<file path="config.mk">
export PLATFORM = sky130hd
export DESIGN_NAME = rom_load_sequencer_flat
export DESIGN_NICKNAME = d
export VERILOG_FILES = /design/src/rtl/rom_load_sequencer_if.sv /design/src/rtl/rom_load_sequencer.sv /design/src/flat_wrapper.sv
export SDC_FILE = /design/constraint.sdc
export NUM_CORES = 1
export LEC_CHECK = 0
export CAP_MARGIN = 0
export CORE_UTILIZATION = 45
export CTS_CLUSTER_SIZE = 40
export DETAILED_ROUTE_END_ITERATION = 6
export PLACE_DENSITY = 0.84
export REMOVE_ABC_BUFFERS = 1
export SYNTH_ARGS = -nofsm -noshare
export SYNTH_HDL_FRONTEND = slang
export SYNTH_SLANG_ARGS = --single-unit
</file>
<file path="constraint.sdc">
create_clock -name CLK -period 3.7 [get_ports CLK]
set_input_delay 1.11 -clock CLK [delete_from_list [all_inputs] [get_ports CLK]]
set_output_delay 1.11 -clock CLK [all_outputs]
set_load 0.005 [all_outputs]
</file>
<file path="src/rtl/rom_load_sequencer_if.sv">
// ROM download bus: hps_io ioctl byte stream in, core dn_* write port out.
// master = hps_io side driving ioctl_*, slave = the sequencer driving dn_*.
interface rom_load_sequencer_if;
  logic        ioctl_download;
  logic        ioctl_wr;
  logic [24:0] ioctl_addr;
  logic [7:0]  ioctl_dout;
  logic [15:0] dn_addr;
  logic [7:0]  dn_data;
  logic        dn_wr;
  logic        cs_cpu;
  logic        cs_gfx;
  logic        cs_prom;

  modport master (
    output ioctl_download, ioctl_wr, ioctl_addr, ioctl_dout,
    input  dn_addr, dn_data, dn_wr, cs_cpu, cs_gfx, cs_prom
  );

  modport slave (
    input  ioctl_download, ioctl_wr, ioctl_addr, ioctl_dout,
    output dn_addr, dn_data, dn_wr, cs_cpu, cs_gfx, cs_prom
  );
endinterface

</file>
<file path="src/rtl/rom_load_sequencer.sv">
// ROM download sequencer: re-times ioctl bytes onto dn_*, decodes region
// selects, and owns core_reset (BOOT/LOAD/HOLD/RUN/FAIL).
// Ports: CLK, RESET (sync, active high), bus (slave modport), user_reset,
// core_reset, load_ok, load_err, byte_count.
// Optional: define LOADER_CHECKSUM_EN to add an 8-bit byte-sum check.
module rom_load_sequencer #(
  parameter int         CPU_SIZE    = 16384,
  parameter int         GFX_SIZE    = 8192,
  parameter int         PROM_SIZE   = 512,
  parameter int         HOLD_CYCLES = 1024,
  parameter logic [7:0] EXP_SUM     = 8'h00
) (
  input  logic                 CLK,
  input  logic                 RESET,
  rom_load_sequencer_if.slave  bus,
  input  logic                 user_reset,
  output logic                 core_reset,
  output logic                 load_ok,
  output logic                 load_err,
  output logic [15:0]          byte_count
);

  localparam int TOTAL     = CPU_SIZE + GFX_SIZE + PROM_SIZE;
  localparam int PROM_BASE = CPU_SIZE + GFX_SIZE;
  localparam int HW        = $clog2(HOLD_CYCLES + 1);
  localparam logic [HW-1:0] HOLD_LD = HW'(HOLD_CYCLES);

  typedef enum logic [2:0] {
    BOOT, LOAD, HOLD, RUN, FAIL
  } state_t;

  state_t        state;
  logic          dl_q;
  logic          ovf;
  logic [HW-1:0] hold_cnt;

  logic        rise;
  logic        fall;
  logic        in_win;
  logic        in_rng;
  logic        wr_ok;
  logic        oor;
  logic [15:0] cnt_base;
  logic [15:0] cnt_nxt;
  logic        ovf_nxt;
  logic        good;

`ifdef LOADER_CHECKSUM_EN
  logic [7:0] sum;
  logic [7:0] sum_nxt;
`else
  logic unused_exp_sum;
  assign unused_exp_sum = ^EXP_SUM;
`endif

  // The cycle on which ioctl_download drops still accepts a byte, so a
  // strobe coincident with the fall is counted before the check.
  always_comb begin
    rise     = bus.ioctl_download & ~dl_q;
    fall     = ~bus.ioctl_download & dl_q;
    in_win   = bus.ioctl_download | dl_q;
    in_rng   = bus.ioctl_addr < 25'(TOTAL);
    wr_ok    = bus.ioctl_wr & in_win & in_rng;
    oor      = bus.ioctl_wr & in_win & ~in_rng;
    cnt_base = rise ? 16'd0 : byte_count;
    cnt_nxt  = cnt_base;
    if (wr_ok && cnt_base != 16'hFFFF)
      cnt_nxt = cnt_base + 16'd1;
    ovf_nxt  = (ovf & ~rise) | oor;
    good     = (cnt_nxt == 16'(TOTAL)) & ~ovf_nxt;
`ifdef LOADER_CHECKSUM_EN
    sum_nxt  = (rise ? 8'd0 : sum)
             + (wr_ok ? bus.ioctl_dout : 8'd0);
    good     = good & (sum_nxt == EXP_SUM);
`endif
  end

  always_ff @(posedge CLK) begin
    if (RESET) begin
      state       <= BOOT;
      dl_q        <= 1'b0;
      ovf         <= 1'b0;
      hold_cnt    <= '0;
      byte_count  <= '0;
      core_reset  <= 1'b1;
      load_ok     <= 1'b0;
      load_err    <= 1'b0;
      bus.dn_wr   <= 1'b0;
      bus.dn_addr <= '0;
      bus.dn_data <= '0;
      bus.cs_cpu  <= 1'b0;
      bus.cs_gfx  <= 1'b0;
      bus.cs_prom <= 1'b0;
`ifdef LOADER_CHECKSUM_EN
      sum         <= '0;
`endif
    end else begin
      dl_q       <= bus.ioctl_download;
      byte_count <= cnt_nxt;
      ovf        <= ovf_nxt;
      bus.dn_wr  <= wr_ok;
`ifdef LOADER_CHECKSUM_EN
      sum        <= sum_nxt;
`endif
      if (wr_ok) begin
        bus.dn_addr <= bus.ioctl_addr[15:0];
        bus.dn_data <= bus.ioctl_dout;
        bus.cs_cpu  <= bus.ioctl_addr < 25'(CPU_SIZE);
        bus.cs_gfx  <= bus.ioctl_addr >= 25'(CPU_SIZE)
                     && bus.ioctl_addr < 25'(PROM_BASE);
        bus.cs_prom <= bus.ioctl_addr >= 25'(PROM_BASE);
      end

      unique case (state)
        BOOT: begin
          core_reset <= 1'b1;
          if (bus.ioctl_download) begin
            state    <= LOAD;
            load_ok  <= 1'b0;
            load_err <= 1'b0;
          end
        end
        LOAD: begin
          core_reset <= 1'b1;
          if (fall) begin
            if (good) begin
              state    <= HOLD;
              load_ok  <= 1'b1;
              hold_cnt <= HOLD_LD;
            end else begin
              state    <= FAIL;
              load_err <= 1'b1;
            end
          end
        end
        HOLD: begin
          if (bus.ioctl_download) begin
            state    <= LOAD;
            load_ok  <= 1'b0;
            load_err <= 1'b0;
          end else if (user_reset) begin
            hold_cnt <= HOLD_LD;
          end else if (hold_cnt == '0) begin
            state      <= RUN;
            core_reset <= 1'b0;
          end else begin
            hold_cnt <= hold_cnt - 1'b1;
          end
        end
        RUN: begin
          if (bus.ioctl_download) begin
            state      <= LOAD;
            core_reset <= 1'b1;
            load_ok    <= 1'b0;
            load_err   <= 1'b0;
          end else if (user_reset) begin
            state      <= HOLD;
            core_reset <= 1'b1;
            hold_cnt   <= HOLD_LD;
          end
        end
        FAIL: begin
          core_reset <= 1'b1;
          if (bus.ioctl_download) begin
            state    <= LOAD;
            load_ok  <= 1'b0;
            load_err <= 1'b0;
          end
        end
        default: begin
          state      <= BOOT;
          core_reset <= 1'b1;
        end
      endcase
    end
  end

endmodule
</file>
<file path="src/flat_wrapper.sv">
// flat-port wrapper written by rule: the top's interface ports become plain ports
module rom_load_sequencer_flat 
#(
  parameter int         CPU_SIZE    = 16384,
  parameter int         GFX_SIZE    = 8192,
  parameter int         PROM_SIZE   = 512,
  parameter int         HOLD_CYCLES = 1024,
  parameter logic [7:0] EXP_SUM     = 8'h00
)
  (CLK, RESET, user_reset, core_reset, load_ok, load_err, byte_count, bus_ioctl_download, bus_ioctl_wr, bus_ioctl_addr, bus_ioctl_dout, bus_dn_addr, bus_dn_data, bus_dn_wr, bus_cs_cpu, bus_cs_gfx, bus_cs_prom);
  rom_load_sequencer_if bus_i ();
  input  logic CLK;
  input  logic RESET;
  input  logic user_reset;
  output logic core_reset;
  output logic load_ok;
  output logic load_err;
  output logic [15:0] byte_count;
  input wire logic [$bits(bus_i.ioctl_download)-1:0] bus_ioctl_download;
  input wire logic [$bits(bus_i.ioctl_wr)-1:0] bus_ioctl_wr;
  input wire logic [$bits(bus_i.ioctl_addr)-1:0] bus_ioctl_addr;
  input wire logic [$bits(bus_i.ioctl_dout)-1:0] bus_ioctl_dout;
  output wire logic [$bits(bus_i.dn_addr)-1:0] bus_dn_addr;
  output wire logic [$bits(bus_i.dn_data)-1:0] bus_dn_data;
  output wire logic [$bits(bus_i.dn_wr)-1:0] bus_dn_wr;
  output wire logic [$bits(bus_i.cs_cpu)-1:0] bus_cs_cpu;
  output wire logic [$bits(bus_i.cs_gfx)-1:0] bus_cs_gfx;
  output wire logic [$bits(bus_i.cs_prom)-1:0] bus_cs_prom;
  assign bus_i.ioctl_download = bus_ioctl_download;
  assign bus_i.ioctl_wr = bus_ioctl_wr;
  assign bus_i.ioctl_addr = bus_ioctl_addr;
  assign bus_i.ioctl_dout = bus_ioctl_dout;
  assign bus_dn_addr = bus_i.dn_addr;
  assign bus_dn_data = bus_i.dn_data;
  assign bus_dn_wr = bus_i.dn_wr;
  assign bus_cs_cpu = bus_i.cs_cpu;
  assign bus_cs_gfx = bus_i.cs_gfx;
  assign bus_cs_prom = bus_i.cs_prom;
  rom_load_sequencer #(.CPU_SIZE(CPU_SIZE), .GFX_SIZE(GFX_SIZE), .PROM_SIZE(PROM_SIZE), .HOLD_CYCLES(HOLD_CYCLES), .EXP_SUM(EXP_SUM)) u_core (.CLK(CLK), .RESET(RESET), .bus(bus_i), .user_reset(user_reset), .core_reset(core_reset), .load_ok(load_ok), .load_err(load_err), .byte_count(byte_count));
endmodule
</file>
# After elaboration in Yosys (flattened, before gate mapping)
# Index checks and enable logic that the tools add are counted.
# classes
add_sub_neg,2
n_lt_le_gt_ge,5
n_eq_ne,20
muxes,32
n_bitwise,14
reduce_logical,13
# op_table
cell,count
$mux 11,7
$lt 25x15->1 const B,3
$ge 25x15->1 const B,2
$pmux 11 s3,1
$mux 16,2
$mux 3,8
$add 16x1->16 const B,1
$eq 16x15->1 const B,1
$ne 16x16->1 const B,1
$pmux 3 s4,1
$reduce_and 4->1,3
$logic_not 11->1,1
$sub 11x1->11 const B,1
$mux 1,10
$ne 2x1->1 const B,5
$ne 2x2->1 const B,5
$ne 3x3->1 const B,3
$and 1x1->1,7
$reduce_and 7->1,1
$eq 3x2->1 const B,2
$pmux 1 s2,3
$not 1->1,5
$reduce_and 5->1,1
$reduce_or 4->1,1
9 further kinds,11
# word_totals
register_bits,63
out_inout_bits,47

# Longest topological paths before layout
# Gate-level depths: netlist (run 1).
# logic_depth
word_depth,11
ltp_mapped,16
depth_no_buf,12

# Worst setup path before layout (run 1)
# Ideal clock, no wire load.
# synth_path
kind,in2reg
from,input bus_ioctl_download
to,register u_core.hold_cnt[1]
setup_time_ps,133
arrival_ps,3682
path_slack_ps,-116
stages,14
n_path_buf,3
path_cell_list,nand2b_1 -> buf_6 -> clkbuf_8 -> buf_6 -> and2_1 -> ha_1 -> and2_2 -> nand3_1 -> o311ai_4 -> nor4_1 -> o21ai_2 -> or4b_1 -> o2111ai_1 -> o311ai_1
# synth_via
elab_chain_cells,9
# synth_lines
item,line_no,source
"start, declared",flat_wrapper.sv:19,input wire logic [$bits(bus_i.ioctl_download)-1:0] bus_ioctl_download;
"parallel branches: the longest is 8 deep, another holds $add 16x1->16",n/a,
$reduce_and 7->1 (no source line) (*),n/a,
"end signal, assigned",rom_load_sequencer.sv:147,hold_cnt <= hold_cnt - 1'b1;
"end, declared",rom_load_sequencer.sv:35,logic [HW-1:0] hold_cnt;
# Every way passes the cells marked *.
# A chain may end at the register's enable or synchronous reset.

# Worst setup path in the final report (run 1)
# layout_path
from,input bus_ioctl_addr[24]
to,register u_core.hold_cnt[6]
# layout_via
elab_chain_cells,8
# layout_lines
item,line_no,source
"start, declared",flat_wrapper.sv:21,input wire logic [$bits(bus_i.ioctl_addr)-1:0] bus_ioctl_addr;
$lt 25x15->1 (*),rom_load_sequencer.sv:62,in_rng = bus.ioctl_addr < 25'(TOTAL);
$and 1x1->1 or $not 1->1 (tied branches),"rom_load_sequencer.sv:63, rom_load_sequencer.sv:64",
$logic_and 1x1->1 or $and 1x1->1 (tied branches),"rom_load_sequencer.sv:67, rom_load_sequencer.sv:64",
$mux 16 or $or 1x1->1 (tied branches),"rom_load_sequencer.sv:67, rom_load_sequencer.sv:69",
$eq 16x15->1 or $not 1->1 (tied branches),rom_load_sequencer.sv:70,good = (cnt_nxt == 16'(TOTAL)) & ~ovf_nxt;
$and 1x1->1 (*),rom_load_sequencer.sv:70,
$ne 2x1->1 (no source line) (*),n/a,
$reduce_and 7->1 (no source line) (*),n/a,
# Mark *: on every way between the ends. The rest lies on a longest branch, timed or not.

==> summary.md, run 1 <==
| Metric | Value |
|---|---|
| Detailed-route via count | 3812 |
| Most instantiated library cell after synthesis | nand2_1 |
| Tot GR Track Use | 26.1% |
| Critical path class | in2reg |
| Synth cell count leaders | 76 x nand2_1, 63 x dfxtp_1, 41 x a21oi_1, 35 x nor2_1, 20 x o21ai_0 |
| Synth cell types | 72 |
| Worst Tran Pin Value | 0.549 ns |
| Slew HR | 63.3% |
| Nets | 602 |
| F_max | 285 MHz |
| Gr ovfl total | 0 |
| CP arrival | 3.73 ns |
| Die area | 0.00827 sq mm |
| CP required | 3.91 ns |
| Drt first pass iters | 4 |
| Initial Utilization | 46.3% |
| Setup tns final | 0 ns |
| Max-slew violation count | 0 |
| Clk sinks | 63 |
| Clk pwr share | 46.6% |
| Number of global-route vias before repair | 3719 |
| IO buf count | 84 |
| Main flop type after synthesis | dfxtp_1 |
| Synth warnings | 0 |
| Vias/cell | 5.70 |
| Gpl congestion | 0.969 |
| IO Count | 85 |
| Average cell area after synthesis | 7.94 sq um |
| Maxcap violations | 0 |
| Placed cell area | 0.00471 sq mm |
| DRT antenna net count | 0 |
| CTS buffer count | 9 |
| Status | completed |
| Violation count after the first detailed-route iteration | 199 |
| Synthesized netlist cell count | 448 |
| Final Hold Viols | 0 |
| Overall Power | 0.00161 W |
| Ys async rst share | 0% |
| Hold/Removal Path Class | reg2reg |
| Ant diodes | 0 |
| # setup viols final | 0 |
| Final Util | 65.3% |
| VDD IR max | 0.282 mV |
| CP Launch Type | input pin |
| Register area | 0.00126 sq mm |
| Top-area cell type share of the netlist area | 35.4% |
| Drt drc | 0 |
| Worst skew pair latency | 0.35 ns |
| # hold bufs at CTS | 0 |
| Pwr/cell area | 320 mW/mm^2 |
| Die Y | 90.9 um |
| CTS tree | done |
| Nature of the critical path endpoint | flip-flop |
| Synthesized area | 0.00356 sq mm |
| CTS Root Cell | clkbuf_8 |
| DPL Wire Length | 7.55 mm |
| Crit path max fanout | 10 |
| Share of layout cells above drive strength 1 | 19.4% |
| Rows | 32 |
| Sw Pwr | 0.000391 W |
| Core area | 0.00769 sq mm |
| Flop pwr share | 43.4% |
| Period minus WS final | 3.51 ns |
| Yosys reg bits | 63 |
| Power Internal | 0.00122 W |
| Multi-input gate area | 0.00215 sq mm |
| DR WL/cell | 15.8 um |
| Worst setup margin | 0.187 ns |
| Comb pwr share | 10.1% |
| Clock Path Buffers | 2 |
| DIE WIDTH | 90.9 um |
| Period utilization | 94.9% |
| Seq/Total Area, Yosys | 35.4% |
| Global-route wire length before repair | 17.3 mm |
| Worst-path clk slew | 0.07 ns |
| Initial antenna violation count | 0 |
| Unrepaired setup endpoints after global routing | false |
| Area Overhead vs Synth | 41.2% |
| Leakage | 1.81 nW |
| Yosys top cell by area | dfxtp_1 |
| Area contributors post-synth | dfxtp_1 35%, nand2_1 8.0%, a21oi_1 5.8% |
| Post-synth EDFFs | 0 |
| Largest net degree at the start of global routing | 42 |
| Fillers | 659 |
| Setup WS pre-CTS | -0.525 ns |
| H-Tree Level Count | 3 |
| Post-Route WL | 10.6 mm |
| Switching Fraction | 24.3% |
| Worst clock skew | 0.00984 ns |
| Final std cell area, no fill | 0.00502 sq mm |
-- what timing repair did --
action	in CTS	in global routing
resized for setup	11	4
cloned	0	0
setup endpoints to repair	15	15
pin swaps	5	1
setup buffers	1	0
-- worst max-delay path, stage by stage --
cell and delay, ns:
clkdlybuf4s50_1 0.43, nor4_2 0.42, and3_4 0.33, o311ai_4 0.13
buf_4 0.18, o211ai_1 0.15, nand4_1 0.16, nor4b_2 0.36
a21o_1 0.21, buf_12 0.14, a41oi_2 0.11
-- routing by layer --
metal  vias up  part of all wire [%]  wire length [um]  track usage (%)
met2       151                    47              5020             44.5
met3        38                   6.7               715             6.23
met1      1788                    43              4540             31.1
met4         0                   3.1               327             11.5
li1       1835                     -                 -                -
met5         -                     0                 0                0
-- stage by stage --
| stage | instances | hold WS, ns |
|---|---|---|
| final | 669 | 0.449 |
| after global routing | 669 | 0.470 |
| after CTS | 669 | 0.453 |
| after detailed placement | 652 | 0.443 |
| after global placement | 652 | 0.437 |
| after floorplan | 420 | 0.442 |
-- layout make-up --
type / count / area share (%)
Multi-Input combinational cell: 346 / 42.7
Clock buffer: 9 / 2.47
Clock inverter: 7 / 2.39
Timing Repair Buffer: 131 / 24.0
Inverter: 11 / 0.822
Tap cell: 102 / 2.54
Sequential cell: 63 / 25.1
-- worst paths after layout --
check	slack [ns]	endpoint	start	cells after the start
min	0.45	u_core.bus.dn_data[5]$_SDFFE_PP0P_	u_core.bus.dn_data[5]$_SDFFE_PP0P_	2
max	0.19	u_core.hold_cnt[6]$_SDFFE_PP0P_	bus_ioctl_addr[24]	11
min reg2reg	0.45	u_core.bus.dn_data[5]$_SDFFE_PP0P_	u_core.bus.dn_data[5]$_SDFFE_PP0P_	2
max reg2reg	0.78	u_core.hold_cnt[1]$_SDFFE_PP0P_	u_core.dl_q$_SDFF_PP0_	13
-- layout by cell type, fill, tap and decap left out, drive strengths merged, types with 5 or more instances in the layout --
master,n
a211oi,7
a21oi,41
a31oi,9
and2,5
and3,6
buf,48
clkbuf,9
clkdlybuf4s50,82
dfxtp,63
inv,12
nand2,77
nand2b,6
nand3,19
nand4,7
nor2,36
nor3,20
nor4,8
o21ai,23
or3,5
or4,5
xnor2,9
-- power groups by stage --
stage,sequential (W),combinational (W),clock (W)
5_1_grt,0.000698,0.000176,0.000784
3_3_place_gp,0.000712,0.000154,0
2_1_floorplan,0.000709,0.0000588,0
4_1_cts,0.000696,0.000160,0.000752
6_report,0.000697,0.000162,0.000748
3_5_place_dp,0.000712,0.000157,0
-- logic make-up (layout without fill, tap and decap cells) --
logic type | after synthesis | in the layout | share of synthesized area, %
and+or+nand+nor | 215 | 215 | 32.2
AOI/OAI and AO/OA | 112 | 112 | 20.9
DFF | 63 | 63 | 35.4
buffers and inverters | 39 | 158 | 6.19
xor gates and xnor gates | 12 | 12 | 3.16
muxes | 5 | 5 | 1.44
adders and majority gates | 2 | 2 | 0.703
-- sequential cells by signal, summed over array words and instances (netlist names) --
name                cells
u_core.bus.dn_addr     16
u_core.byte_count      16
u_core.hold_cnt        11
u_core.bus.dn_data      8
u_core.state            3
u_core.bus.cs_cpu       1
u_core.bus.cs_gfx       1
u_core.bus.cs_prom      1
u_core.bus.dn_wr        1
u_core.core_reset       1
u_core.dl_q             1
u_core.load_err         1
u_core.load_ok          1
u_core.ovf              1
Power figures use the tool's default switching activity.
==> inputs of run 2 (changes only) <==
--- a/config.mk
+++ b/config.mk
@@ -11,6 +11,7 @@
 export DETAILED_ROUTE_END_ITERATION = 6
 export PLACE_DENSITY = 0.84
 export REMOVE_ABC_BUFFERS = 1
+export SLEW_MARGIN = 20
 export SYNTH_ARGS = -nofsm -noshare
 export SYNTH_HDL_FRONTEND = slang
 export SYNTH_SLANG_ARGS = --single-unit
==> results of run 2 <==
No change in the layout: final DEF, timing and power equal those of run 1.
==> inputs of run 3 (changes only) <==
--- a/config.mk
+++ b/config.mk
@@ -15,3 +15,4 @@
 export SYNTH_ARGS = -nofsm -noshare
 export SYNTH_HDL_FRONTEND = slang
 export SYNTH_SLANG_ARGS = --single-unit
+export TNS_END_PERCENT = 30
==> results of run 3 <==
No change in the layout: final DEF, timing and power equal those of run 1.
